--- config.mk ---
export PLATFORM = sky130hd
export DESIGN_NAME = mem_arbiter
export DESIGN_NICKNAME = d
export VERILOG_FILES = /design/src/rtl/mem_arbiter.sv
export SDC_FILE = /design/constraint.sdc
export NUM_CORES = 1
export LEC_CHECK = 0
export CORE_MARGIN = 2
export CORE_UTILIZATION = 35
export CTS_BUF_LIST = sky130_fd_sc_hd__clkbuf_8 sky130_fd_sc_hd__clkbuf_16
export DETAILED_ROUTE_END_ITERATION = 8
export HOLD_SLACK_MARGIN = 0.12
export PLACE_DENSITY = 0.71
export SYNTH_ARGS = -nofsm -noshare
export SYNTH_HDL_FRONTEND = slang
export SYNTH_SLANG_ARGS = --single-unit
--- constraint.sdc ---
create_clock -name clk -period 2.5 [get_ports clk]
set_input_delay 0.75 -clock clk [delete_from_list [all_inputs] [get_ports clk]]
set_output_delay 0.75 -clock clk [all_outputs]
set_load 0.02 [all_outputs]
--- src/rtl/mem_arbiter.sv ---
// Arbitrates the shared CHIP-8 byte RAM between VGA scanout, CPU and GPU, one access per cycle.
// Optional VGA starvation guard is compiled in with `define MEM_ARB_STARVE_GUARD_EN.
module mem_arbiter #(
  parameter int ADDR_W       = 12,
  parameter int DATA_W       = 8,
  parameter int STARVE_LIMIT = 8
) (
  input  logic              clk,
  input  logic              reset,
  input  logic              cpu_req,
  input  logic              cpu_we,
  input  logic [ADDR_W-1:0] cpu_addr,
  input  logic [DATA_W-1:0] cpu_wdata,
  output logic [DATA_W-1:0] cpu_rdata,
  output logic              cpu_ack,
  input  logic              gpu_req,
  input  logic              gpu_we,
  input  logic [ADDR_W-1:0] gpu_addr,
  input  logic [DATA_W-1:0] gpu_wdata,
  output logic [DATA_W-1:0] gpu_rdata,
  output logic              gpu_ack,
  input  logic              vga_req,
  input  logic [ADDR_W-1:0] vga_addr,
  output logic [DATA_W-1:0] vga_rdata,
  output logic              vga_valid,
  output logic              mem_en,
  output logic              mem_we,
  output logic [ADDR_W-1:0] mem_addr,
  output logic [DATA_W-1:0] mem_wdata,
  input  logic [DATA_W-1:0] mem_rdata
);

  typedef enum logic [1:0] {
    OWN_NONE = 2'd0,
    OWN_CPU  = 2'd1,
    OWN_GPU  = 2'd2,
    OWN_VGA  = 2'd3
  } owner_e;

  // s1 owns the command currently on mem_*, s2 owns the access whose data is on mem_rdata
  owner_e              s1_owner_q, s1_owner_d;
  owner_e              s2_owner_q, s2_owner_d;
  owner_e              grant;

  logic                cpu_out_q, cpu_out_d;
  logic                gpu_out_q, gpu_out_d;
  logic                rr_gpu_first_q, rr_gpu_first_d;

  logic                mem_en_q, mem_en_d;
  logic                mem_we_q, mem_we_d;
  logic [ADDR_W-1:0]   mem_addr_q, mem_addr_d;
  logic [DATA_W-1:0]   mem_wdata_q, mem_wdata_d;

  logic                cpu_ack_q, cpu_ack_d;
  logic                gpu_ack_q, gpu_ack_d;
  logic                vga_valid_q, vga_valid_d;
  logic [DATA_W-1:0]   cpu_rdata_q, cpu_rdata_d;
  logic [DATA_W-1:0]   gpu_rdata_q, gpu_rdata_d;
  logic [DATA_W-1:0]   vga_rdata_q, vga_rdata_d;

  logic                cpu_done, gpu_done;
  logic                cpu_elig, gpu_elig;
  logic                rr_any, rr_pick_gpu;
  logic                vga_win;

`ifdef MEM_ARB_STARVE_GUARD_EN
  localparam int CNT_W = $clog2(STARVE_LIMIT + 1);
  logic [CNT_W-1:0]    starve_cnt_q, starve_cnt_d;
  logic                starve_force;
`else
  logic                unused_starve_cfg;
  assign unused_starve_cfg = (STARVE_LIMIT > 0);
`endif

  // A requester whose access completes at this edge may be granted again at this same edge.
  always_comb begin
    cpu_done    = (s2_owner_q == OWN_CPU);
    gpu_done    = (s2_owner_q == OWN_GPU);
    cpu_elig    = cpu_req && (!cpu_out_q || cpu_done);
    gpu_elig    = gpu_req && (!gpu_out_q || gpu_done);
    rr_any      = cpu_elig || gpu_elig;
    rr_pick_gpu = gpu_elig && (!cpu_elig || rr_gpu_first_q);
  end

`ifdef MEM_ARB_STARVE_GUARD_EN
  always_comb begin
    starve_force = (starve_cnt_q == CNT_W'(STARVE_LIMIT));
    vga_win      = vga_req && !(starve_force && rr_any);
  end
`else
  always_comb begin
    vga_win = vga_req;
  end
`endif

  always_comb begin
    grant = OWN_NONE;
    if (vga_win) begin
      grant = OWN_VGA;
    end else if (rr_any) begin
      grant = rr_pick_gpu ? OWN_GPU : OWN_CPU;
    end
  end

  // Command stage: address/data hold their last values while the bus is idle.
  always_comb begin
    mem_en_d    = (grant != OWN_NONE);
    mem_we_d    = 1'b0;
    mem_addr_d  = mem_addr_q;
    mem_wdata_d = mem_wdata_q;
    case (grant)
      OWN_CPU: begin
        mem_we_d    = cpu_we;
        mem_addr_d  = cpu_addr;
        mem_wdata_d = cpu_wdata;
      end
      OWN_GPU: begin
        mem_we_d    = gpu_we;
        mem_addr_d  = gpu_addr;
        mem_wdata_d = gpu_wdata;
      end
      OWN_VGA: begin
        mem_addr_d  = vga_addr;
      end
      default: begin
        mem_we_d    = 1'b0;
      end
    endcase
  end

  always_comb begin
    s1_owner_d     = grant;
    s2_owner_d     = s1_owner_q;

    cpu_out_d      = cpu_out_q;
    gpu_out_d      = gpu_out_q;
    if (cpu_done) cpu_out_d = 1'b0;
    if (gpu_done) gpu_out_d = 1'b0;
    if (grant == OWN_CPU) cpu_out_d = 1'b1;
    if (grant == OWN_GPU) gpu_out_d = 1'b1;

    rr_gpu_first_d = rr_gpu_first_q;
    if (grant == OWN_CPU) rr_gpu_first_d = 1'b1;
    if (grant == OWN_GPU) rr_gpu_first_d = 1'b0;
  end

  // Response stage: capture mem_rdata for whoever owned the access the RAM just performed.
  always_comb begin
    cpu_ack_d   = cpu_done;
    gpu_ack_d   = gpu_done;
    vga_valid_d = (s2_owner_q == OWN_VGA);
    cpu_rdata_d = cpu_done    ? mem_rdata : cpu_rdata_q;
    gpu_rdata_d = gpu_done    ? mem_rdata : gpu_rdata_q;
    vga_rdata_d = vga_valid_d ? mem_rdata : vga_rdata_q;
  end

`ifdef MEM_ARB_STARVE_GUARD_EN
  always_comb begin
    starve_cnt_d = starve_cnt_q;
    if (grant == OWN_CPU || grant == OWN_GPU || !rr_any) begin
      starve_cnt_d = '0;
    end else if (grant == OWN_VGA) begin
      starve_cnt_d = starve_cnt_q + 1'b1;
    end
  end

  always_ff @(posedge clk) begin
    if (reset) begin
      starve_cnt_q <= '0;
    end else begin
      starve_cnt_q <= starve_cnt_d;
    end
  end
`endif

  always_ff @(posedge clk) begin
    if (reset) begin
      s1_owner_q     <= OWN_NONE;
      s2_owner_q     <= OWN_NONE;
      cpu_out_q      <= 1'b0;
      gpu_out_q      <= 1'b0;
      rr_gpu_first_q <= 1'b0;
      mem_en_q       <= 1'b0;
      mem_we_q       <= 1'b0;
      mem_addr_q     <= '0;
      mem_wdata_q    <= '0;
      cpu_ack_q      <= 1'b0;
      gpu_ack_q      <= 1'b0;
      vga_valid_q    <= 1'b0;
      cpu_rdata_q    <= '0;
      gpu_rdata_q    <= '0;
      vga_rdata_q    <= '0;
    end else begin
      s1_owner_q     <= s1_owner_d;
      s2_owner_q     <= s2_owner_d;
      cpu_out_q      <= cpu_out_d;
      gpu_out_q      <= gpu_out_d;
      rr_gpu_first_q <= rr_gpu_first_d;
      mem_en_q       <= mem_en_d;
      mem_we_q       <= mem_we_d;
      mem_addr_q     <= mem_addr_d;
      mem_wdata_q    <= mem_wdata_d;
      cpu_ack_q      <= cpu_ack_d;
      gpu_ack_q      <= gpu_ack_d;
      vga_valid_q    <= vga_valid_d;
      cpu_rdata_q    <= cpu_rdata_d;
      gpu_rdata_q    <= gpu_rdata_d;
      vga_rdata_q    <= vga_rdata_d;
    end
  end

  assign mem_en    = mem_en_q;
  assign mem_we    = mem_we_q;
  assign mem_addr  = mem_addr_q;
  assign mem_wdata = mem_wdata_q;
  assign cpu_ack   = cpu_ack_q;
  assign gpu_ack   = gpu_ack_q;
  assign vga_valid = vga_valid_q;
  assign cpu_rdata = cpu_rdata_q;
  assign gpu_rdata = gpu_rdata_q;
  assign vga_rdata = vga_rdata_q;

endmodule

==> results.json <==
{
  "setup_viol": 0,
  "syn_nets": 348,
  "clockPowerShare_pct": 27.2,
  "fmax_ghz": 0.422,
  "n_fill_cell": 589,
  "fin_ws_ns": 0.132,
  "final_common_cell": "clkdlybuf4s50_1",
  "hold_buffers": 0,
  "synthCells": 276,
  "cts_setup_buffers": 0,
  "clkTransAtPathRegs_ns": 0.10,
  "fp.dieW_um": 86.7,
  "drc_errors": 0,
  "antenna_cells": 0,
  "avgSynthCellArea_um2": 8.67,
  "min_period_ns": 2.37,
  "viasPerCell": 4.85,
  "first_pass_iters": 4,
  "worst_slew_pin_slew_ns": 0.624,
  "place_ws_ns": -0.241,
  "intPower_mw": 1.57,
  "wl_um": 6520,
  "ys_warn_count": 0,
  "cts_buffers": 5,
  "io_pins": 116,
  "drtIter0Drc": 119,
  "synth_area_um2": 2390,
  "synth_top_area_share_pct": 46.8,
  "synth-edff-count": 0,
  "final_cell_mix": "114 x clkdlybuf4s50_1, 56 x dfxtp_1, 52 x a21oi_1",
  "grt_overflow_total": 0,
  "core_area_um2": 6720,
  "ys_seq_area_share_pct": 46.8,
  "port_buffers": 115,
  "clock_path_buffers": 2,
  "async_flop_share_pct": 0,
  "min-delay-path-class": "flop to flop",
  "cts_tree": "yes",
  "synth_flop_cell": "dfxtp_1",
  "multiInputGateArea_um2": 1090,
  "gp_congestion": 0.831,
  "grt_pass1_vias": 2157,
  "cp.arrival_ns": 2.58,
  "gr-usage-all-layers_pct": 17.4,
  "dp_hpwl_um": 4770,
  "fin_crit_sh_pct": 94.7,
  "die_h_um": 86.7,
  "rsz0062_at_grt": "true",
  "finalHoldViolations": 0,
  "start_kind": "input port",
  "power_density_nw_per_um2": 570,
  "antenna_found_initial": 0,
  "switchingPower_mw": 0.594,
  "initial_core_util_pct": 35.6,
  "clock-root-buffer": "clkbuf_8",
  "cts-htree-levels": 2,
  "cap_viol_max_count": 0,
  "pwr-share-comb_pct": 27.0,
  "cts_num_sinks": 56,
  "synth_cell_types": 30,
  "drive_above_1_share_pct": 8.42,
  "vdd_drop_max_mv": 0.268,
  "post-route-util_pct": 56.4,
  "regArea_um2": 1120,
  "grt_pass1_wl_um": 10400,
  "dieArea_um2": 7520,
  "slew_headroom_pct": 58.4,
  "post_drt_wl_per_cell_um": 13.8,
  "yosys-top-cells-area": "dfxtp_1 47%, a21oi_1 11%, nand2_1 6.4%, nor3b_1 4.1%, mux2i_1 3.3%",
  "cp-end-kind": "flop",
  "synth_seq_cells": 56,
  "switching_share_pct": 27.5,
  "grt_start_max_net_pins": 57,
  "leakage_nw": 1.37,
  "setup.worst_path.class": "input port to flop",
  "syn2layout_area_growth_pct": 58.2,
  "crit_path_max_fanout": 33,
  "num_vias": 2287,
  "fin_skew_ns": 0.00226,
  "ant_nets": 0,
  "final_nets": 463,
  "insertion_delay_ns": 0.30,
  "pwr-share-seq_pct": 45.8,
  "outcome": "finished clean",
  "maxSlewViolCount": 0,
  "synth_area_leader_cell": "dfxtp_1",
  "total_power_mw": 2.16,
  "rows": 30,
  "required_ns": 2.72
}
==> cell families after synthesis <==
kind of cell               count (synthesis)  synth area share, %
buffers and inverters                     38                 8.05
AOI/OAI and AO/OA                         84                 22.5
and+or+nand+nor                           85                 16.7
adders and majority gates                  5                 2.61
muxes                                      8                 3.35
DFF                                       56                 46.8
==> flip-flops by register name (all words and copies together), names as in the netlist, 2 cells and up <==
| signal | flops |
|---|---|
| mem_addr | 12 |
| cpu_rdata | 8 |
| gpu_rdata | 8 |
| mem_wdata | 8 |
| vga_rdata | 8 |
| s1_owner_q | 2 |
| s2_owner_q | 2 |
==> metal layers <==
| metal | vias up | global-route usage, % | share of wire [%] |
|---|---|---|---|
| li1 | 1178 | - | - |
| met1 | 1034 | 23.0 | 44 |
| met5 | - | 0 | 0 |
| met2 | 66 | 28.7 | 49 |
| met4 | 0 | 5.68 | 1.7 |
| met3 | 9 | 3.05 | 4.9 |
==> final timing paths <==
check	from	to	slack, ns	cells after the start
setup / recovery	vga_req	mem_addr[10]	0.13	9
hold / removal	s1_owner_q[1]	s2_owner_q[1]	0.45	1
setup reg to reg	s2_owner_q[1]	mem_addr[0]	0.39	8
hold reg to reg	s1_owner_q[1]	s2_owner_q[1]	0.45	1
==> power by group through the flow <==
stage / clock [mW] / combinational, mW / sequential (mW)
global route: 0.644 / 0.627 / 0.998
floorplan: 0 / 0.223 / 1.08
global placement: 0 / 0.572 / 1.01
finish: 0.588 / 0.582 / 0.989
detailed placement: 0 / 0.581 / 1.01
CTS: 0.609 / 0.584 / 0.990
==> cells in the mapped netlist (all sizes together) (2+ instances only) <==
library cell and instances:
nor2b 4, a221oi 12, nor3b 13, a211oi 11
nand2b 3, mux2i 8, dfxtp 56, o21a 2
ha 5, a21oi 52, nand3 8, clkbuf 4
o21ai 4, nand2 41, inv 15, nor2 14
buf 19
==> worst max-delay path, stage by stage <==
cell	delay [ns]
clkdlybuf4s50_1	0.49
inv_1	0.06
o2111a_1	0.17
a21o_1	0.18
ha_1	0.24
buf_12	0.19
nor3b_1	0.20
a21oi_1	0.07
a221oi_1	0.23
==> cell type report <==
class | count | share of cell area, %
clock buffers | 5 | 1.82
clock inverters | 3 | 1.12
inverters | 15 | 1.49
multi-input cells | 182 | 28.9
flip-flops and latches | 56 | 29.6
well taps | 80 | 2.64
repair buffers | 131 | 34.4
==> stage by stage <==
stage          setup TNS, ns  cell area (um2)  hold WS [ns]  instances
4_1_cts                    0             3770         0.450        472
3_5_place_dp           -3.70             3660         0.425        464
6_report                   0             3790         0.446        472
2_1_floorplan              0             2390         0.414        276
5_1_grt             -0.00365             3790         0.465        472
3_3_place_gp           -2.33             3660         0.424        464
==> repair_timing <==
action	CTS	global route
hold endpoints to repair	0	0
gates resized for setup	0	4
setup endpoints to repair	0	11
Power figures use the tool's default switching activity.
==> RTL change 1 (same flow settings) <==
Encoding of `owner_e`: now one-hot (4 bits for 4 values).
--- a/src/rtl/mem_arbiter.sv
+++ b/src/rtl/mem_arbiter.sv
@@ -30,11 +30,11 @@
   input  logic [DATA_W-1:0] mem_rdata
 );
 
-  typedef enum logic [1:0] {
-    OWN_NONE = 2'd0,
-    OWN_CPU  = 2'd1,
-    OWN_GPU  = 2'd2,
-    OWN_VGA  = 2'd3
+  typedef enum logic [3:0] {
+    OWN_NONE = 4'b0001,
+    OWN_CPU  = 4'b0010,
+    OWN_GPU  = 4'b0100,
+    OWN_VGA  = 4'b1000
   } owner_e;
 
   // s1 owns the command currently on mem_*, s2 owns the access whose data is on mem_rdata
Function: no difference found for any inputs over 10 cycles, from zero or initial values and one cycle with reset high; not proved beyond that.
==> RTL change 1 against the unedited design <==
  * Sequential share of layout area rose by 0.94 points
  * Sequential cell count rose by 4
  * Register-to-register slack got worse by 0.02 ns
  * Clock power rose by 94%
  * Total power rose by 17%
  * Critical endpoint is now mem_addr[1]
  * Global-route usage rose by 0.36 points
  * Critical path type unchanged
  * Highest routed layer unchanged
  * Final area rose by 3.8%
  * Synthesized area rose by 0.73%
  * Wire length rose by 3.1%
  * Setup slack improved by 0.12 ns
  * Synthesized cell count fell by 6.9%
==> RTL change 1: results (changes against the unedited design) <==
[outcome]
outcome = finished clean  ; unchanged

[clocking]
cts_root_buffer = clkbuf_8  ; unchanged
post_cts_resized = 0  ; unchanged
clock_latency_ns = 0.33  ; was 0.30 ns
path_clk_slew_ns = 0.06  ; was 0.10 ns
cts.path.max_buffers = 2  ; unchanged
cts_max_level = 3  ; was 2
numCtsBuffers = 9  ; was 5

[synthesis]
ys_types = 35  ; was 30
yosys.area.top_type = dfxtp_1  ; unchanged
syn_inst = 257  ; was 276
synth-seq-area-share_pct = 49.8  ; was 46.8%
synth_warnings = 0  ; unchanged
synthesis.nets = 324  ; was 348
ys_top_cells_by_area = dfxtp_1 (50%), nand2_1 (7.9%), a21oi_1 (5.8%)  ; was dfxtp_1 (47%), a21oi_1 (11%), nand2_1 (6.4%)
async_flop_share_pct = 0  ; unchanged
synth_commonest_cells = dfxtp_1 (60), nand2_1 (51), a21oi_1 (28)  ; was dfxtp_1 (56), a21oi_1 (52), nand2_1 (41)

[drt]
wl_met3_um = 506  ; was 319 um
detail_route.wl_per_cell_um = 14.6  ; was 13.8 um
first_iter_violations = 77  ; was 119
wl_met1_um = 3020  ; was 2870 um
vias_per_cell = 5.11  ; was 4.85
wl_met2_um = 3080  ; was 3220 um
routed_wl_um = 6720  ; was 6520 um
highest_layer = met4  ; unchanged
firstDrtPassIters = 4  ; unchanged

[place]
placed_area_um2 = 3670  ; was 3660 um2
hpwlAfterDp_um = 4900  ; was 4770 um
place_ws_ns = -0.0786  ; was -0.241 ns
gp_congestion = 0.755  ; was 0.831
place_inst = 445  ; was 464

[layout]
num-nets-final = 443  ; was 463
largest_reg_flops = 12  ; unchanged
layout-drive-gt1-share_pct = 10.5  ; was 8.42%

[worst_setup_path]
crit_arrival_ns = 2.51  ; was 2.58 ns
startpoint = cpu_req  ; was vga_req
worst-path-max-fanout = 13  ; was 33
timing.rr.start = s2_owner_q[0]  ; was s2_owner_q[1]
cpMaxStageDelayCell = o21ai_1  ; was clkdlybuf4s50_1
cp_top_family = compound AO/OA/AOI/OAI gates  ; was buffers and inverters
critPathMaxStageDelay_ns = 0.80  ; was 0.49 ns

[worst_hold_path]
hp-start = s1_owner_q[0]  ; was s1_owner_q[1]
min_path_type = reg2reg  ; unchanged

[pwr]
power_frac_clock_pct = 45.0  ; was 27.2%
p_leak_nw = 1.40  ; was 1.37 nW
total_power_mw = 2.54  ; was 2.16 mW
switchingPower_uw = 568  ; was 594 uW
vdd_drop_max_v = 0.000263  ; was 0.000268 V
powerComb_uw = 369  ; was 582 uW

[grt]
grt_pass1_vias = 2266  ; was 2157
antenna_found_initial = 0  ; unchanged
grt_util_all_layers_pct = 17.7  ; was 17.4%
grt_max_degree = 21  ; was 57
grt_pass1_wl_um = 10400  ; about the same

[sta]
finalClockSkew_ns = 0.00505  ; was 0.00226 ns
final.setup.tns_ns = 0  ; unchanged
slew_headroom_pct = 31.1  ; was 58.4%

[flow_run]
cap_violations = 0  ; unchanged

RTL change 1: area by class of cell:
class	count	area, um2
inverter	15	56.3
fill	583	2790
tap	80	100
clock buffer	9	124
timing repair buffer	126	1240
clock inverter	7	139
multi-input combinational	164	1070
sequential	60	1200
RTL change 1: cell families (layout without fill, tap and decap cells):
family	count (synthesis)	count (layout)	share of synthesized area, %
compound gates	76	76	24.3
simple gates	88	88	19.9
flops	60	60	49.8
buf+inv	33	157	5.97
RTL change 1: layer usage:
metal | GRT usage (%) | vias up
li1 | - | 1161
met1 | 22.0 | 1097
met2 | 28.5 | 90
met3 | 5.31 | 8
met4 | 7.67 | 0
met5 | 0 | -
RTL change 1: final timing paths:
kind	to	slack (ns)	cells after the start
setup / recovery	mem_addr[1]	0.26	4
hold / removal	s2_owner_q[0]	0.41	1
setup reg to reg	mem_addr[1]	0.37	4
hold reg to reg	s2_owner_q[0]	0.41	1
==> RTL change 2 (same settings) <==
Without the edit above. Set the parameter `DATA_W` to 9 (it was 8).
--- a/src/rtl/mem_arbiter.sv
+++ b/src/rtl/mem_arbiter.sv
@@ -2,7 +2,7 @@
 // Optional VGA starvation guard is compiled in with `define MEM_ARB_STARVE_GUARD_EN.
 module mem_arbiter #(
   parameter int ADDR_W       = 12,
-  parameter int DATA_W       = 8,
+  parameter int DATA_W       = 9,
   parameter int STARVE_LIMIT = 8
 ) (
   input  logic              clk,
Ports: changed (7 resized); port bits go from 116 to 123. No check against the original RTL was run, so the function may have changed too.
==> RTL change 2 against the unedited design <==
  * Wire length increased by 13%
  * Fmax decreased by 0.34%
  * Total power up 25%
  * Final area rose by 13%
  * Via count up 8.3%
  * Synthesized area rose by 9.9%
  * Setup slack worse by 0.0082 ns
  * Sequential cell count up 4
  * Critical endpoint is now mem_addr[11]
==> RTL change 2: results (changes against the unedited design) <==
[worst_setup_path]
startpoint = cpu_req  ; was vga_req
crit_arrival_ns = 2.62  ; was 2.58 ns
timing.rr.start = s2_owner_q[1]  ; unchanged
worst-path-max-fanout = 12  ; was 33
cp_top_family = buffers and inverters  ; unchanged
critPathMaxStageDelay_ns = 0.51  ; was 0.49 ns
cpMaxStageDelayCell = clkdlybuf4s50_1  ; unchanged

[outcome]
outcome = finished clean  ; unchanged

[synthesis]
synth-main-ff-cell = dfxtp_1  ; unchanged
synth-seq-area-share_pct = 45.6  ; was 46.8%
synthesis.nets = 368  ; was 348
async_flop_share_pct = 0  ; unchanged
ys_types = 33  ; was 30
synth_warnings = 0  ; unchanged
synth_commonest_cells = dfxtp_1 (60), nand2_1 (55), a21oi_1 (45)  ; was dfxtp_1 (56), a21oi_1 (52), nand2_1 (41)
ys_top_cells_by_area = dfxtp_1 (46%), a21oi_1 (8.6%), nand2_1 (7.8%)  ; was dfxtp_1 (47%), a21oi_1 (11%), nand2_1 (6.4%)
syn_inst = 293  ; was 276

[clocking]
cts_root_buffer = clkbuf_8  ; unchanged
clock_latency_ns = 0.34  ; was 0.30 ns
path_clk_slew_ns = 0.07  ; was 0.10 ns
cts.path.max_buffers = 2  ; unchanged
numCtsBuffers = 9  ; was 5
cts_max_level = 3  ; was 2

[sta]
slew_headroom_pct = 74.5  ; was 58.4%
finalClockSkew_ns = 0.00628  ; was 0.00226 ns
setup_viol = 0  ; unchanged

[place]
placed_area_um2 = 4030  ; was 3660 um2
gp_congestion = 0.788  ; was 0.831
hpwlAfterDp_um = 5340  ; was 4770 um
place_ws_ns = -0.256  ; was -0.241 ns
place_inst = 510  ; was 464
numPortBuffers = 122  ; was 115

[worst_hold_path]
hp-start = s1_owner_q[1]  ; unchanged
min_path_type = reg2reg  ; unchanged

[grt]
antenna_found_initial = 0  ; unchanged
grt_max_degree = 61  ; was 57
grt_pass1_wl_um = 12200  ; was 10400 um
grt_util_all_layers_pct = 18.4  ; was 17.4%

[layout]
largest_reg_flops = 12  ; unchanged
diodes = 0  ; unchanged
layout-drive-gt1-share_pct = 15.7  ; was 8.42%
n_fill_cell = 645  ; was 589
num-nets-final = 497  ; was 463

[drt]
vias_per_cell = 4.72  ; was 4.85
first_iter_violations = 57  ; was 119
firstDrtPassIters = 4  ; unchanged
vias = 2477  ; was 2287
routed_wl_um = 7390  ; was 6520 um

[pwr]
p_leak_nw = 1.54  ; was 1.37 nW
vdd_drop_max_v = 0.000240  ; was 0.000268 V

RTL change 2: cell types whose count changed after synthesis, sizes merged, moves of 3 or more:
cell,before,now
dfxtp,56,60
nand3,8,0
a21oi,52,55
clkbuf,4,7
buf,19,16
nand2,41,55
RTL change 2: path summary, 6_finish.rpt:
| check | slack, ns | depth (start not counted) | to |
|---|---|---|---|
| worst max-delay path | 0.12 | 10 | mem_addr[11] |
| worst min-delay path | 0.44 | 1 | s2_owner_q[1] |
| worst max register to register | 0.43 | 9 | mem_addr[11] |
| worst min register to register | 0.44 | 1 | s2_owner_q[1] |
RTL change 2: report_power, final:
group,switching [mW],internal (mW),leakage (nW),total (mW)
combinational,0.310,0.345,0.938,0.654
sequential,0.0353,1.03,0.492,1.06
clock,0.379,0.608,0.111,0.988
total,0.724,1.98,1.54,2.70
RTL change 2: routing by layer:
layer	vias up	GRT usage [%]	routed length, um
met4	0	10.4	220
met1	1140	21.6	3210
met5	-	0	0
met3	16	3.34	258
met2	59	31.4	3710
li1	1262	-	-
RTL change 2: cells by family (layout without fill, tap and decap cells):
group / Yosys count / after routing / share of synthesized area (%)
AO/OA/AOI/OAI: 88 / 88 / 24.6
buffers and inverters: 38 / 171 / 7.80
AND/OR/NAND/NOR: 93 / 93 / 16.1
flip-flops: 60 / 60 / 45.6
adder cells (fa/ha/maj): 5 / 5 / 2.38
multiplexers: 9 / 9 / 3.42
RTL change 2: worst reg2reg max path: cells and delay by family (launching register included):
family,cells,cell delay [ns]
compound gates,4,0.57
flops,1,0.41
fa+ha+maj,1,0.23
simple gates,2,0.45
buf+inv,2,0.33
RTL change 2: repair_timing:
action / CTS / global route
endpoints found under the setup margin: 0 / 13
resized for setup: 0 / 9
buffers inserted: 0 / 0
RTL change 2: final cells by class:
type / instances / area share (%)
Timing Repair Buffer: 141 / 33.2
Multi-Input combinational cell: 195 / 29.4
Sequential cell: 60 / 28.0
Clock buffer: 11 / 3.53
Tap cell: 99 / 2.89
Clock inverter: 4 / 1.69
Inverter: 15 / 1.31
RTL change 2: per-stage QoR:
step | util (%) | setup TNS (ns)
finish | 59.1 | 0
global route | 59.1 | -0.00829
CTS | 58.6 | 0
detailed placement | 55.5 | -3.97
global placement | 55.5 | -3.19
floorplan | - | 0
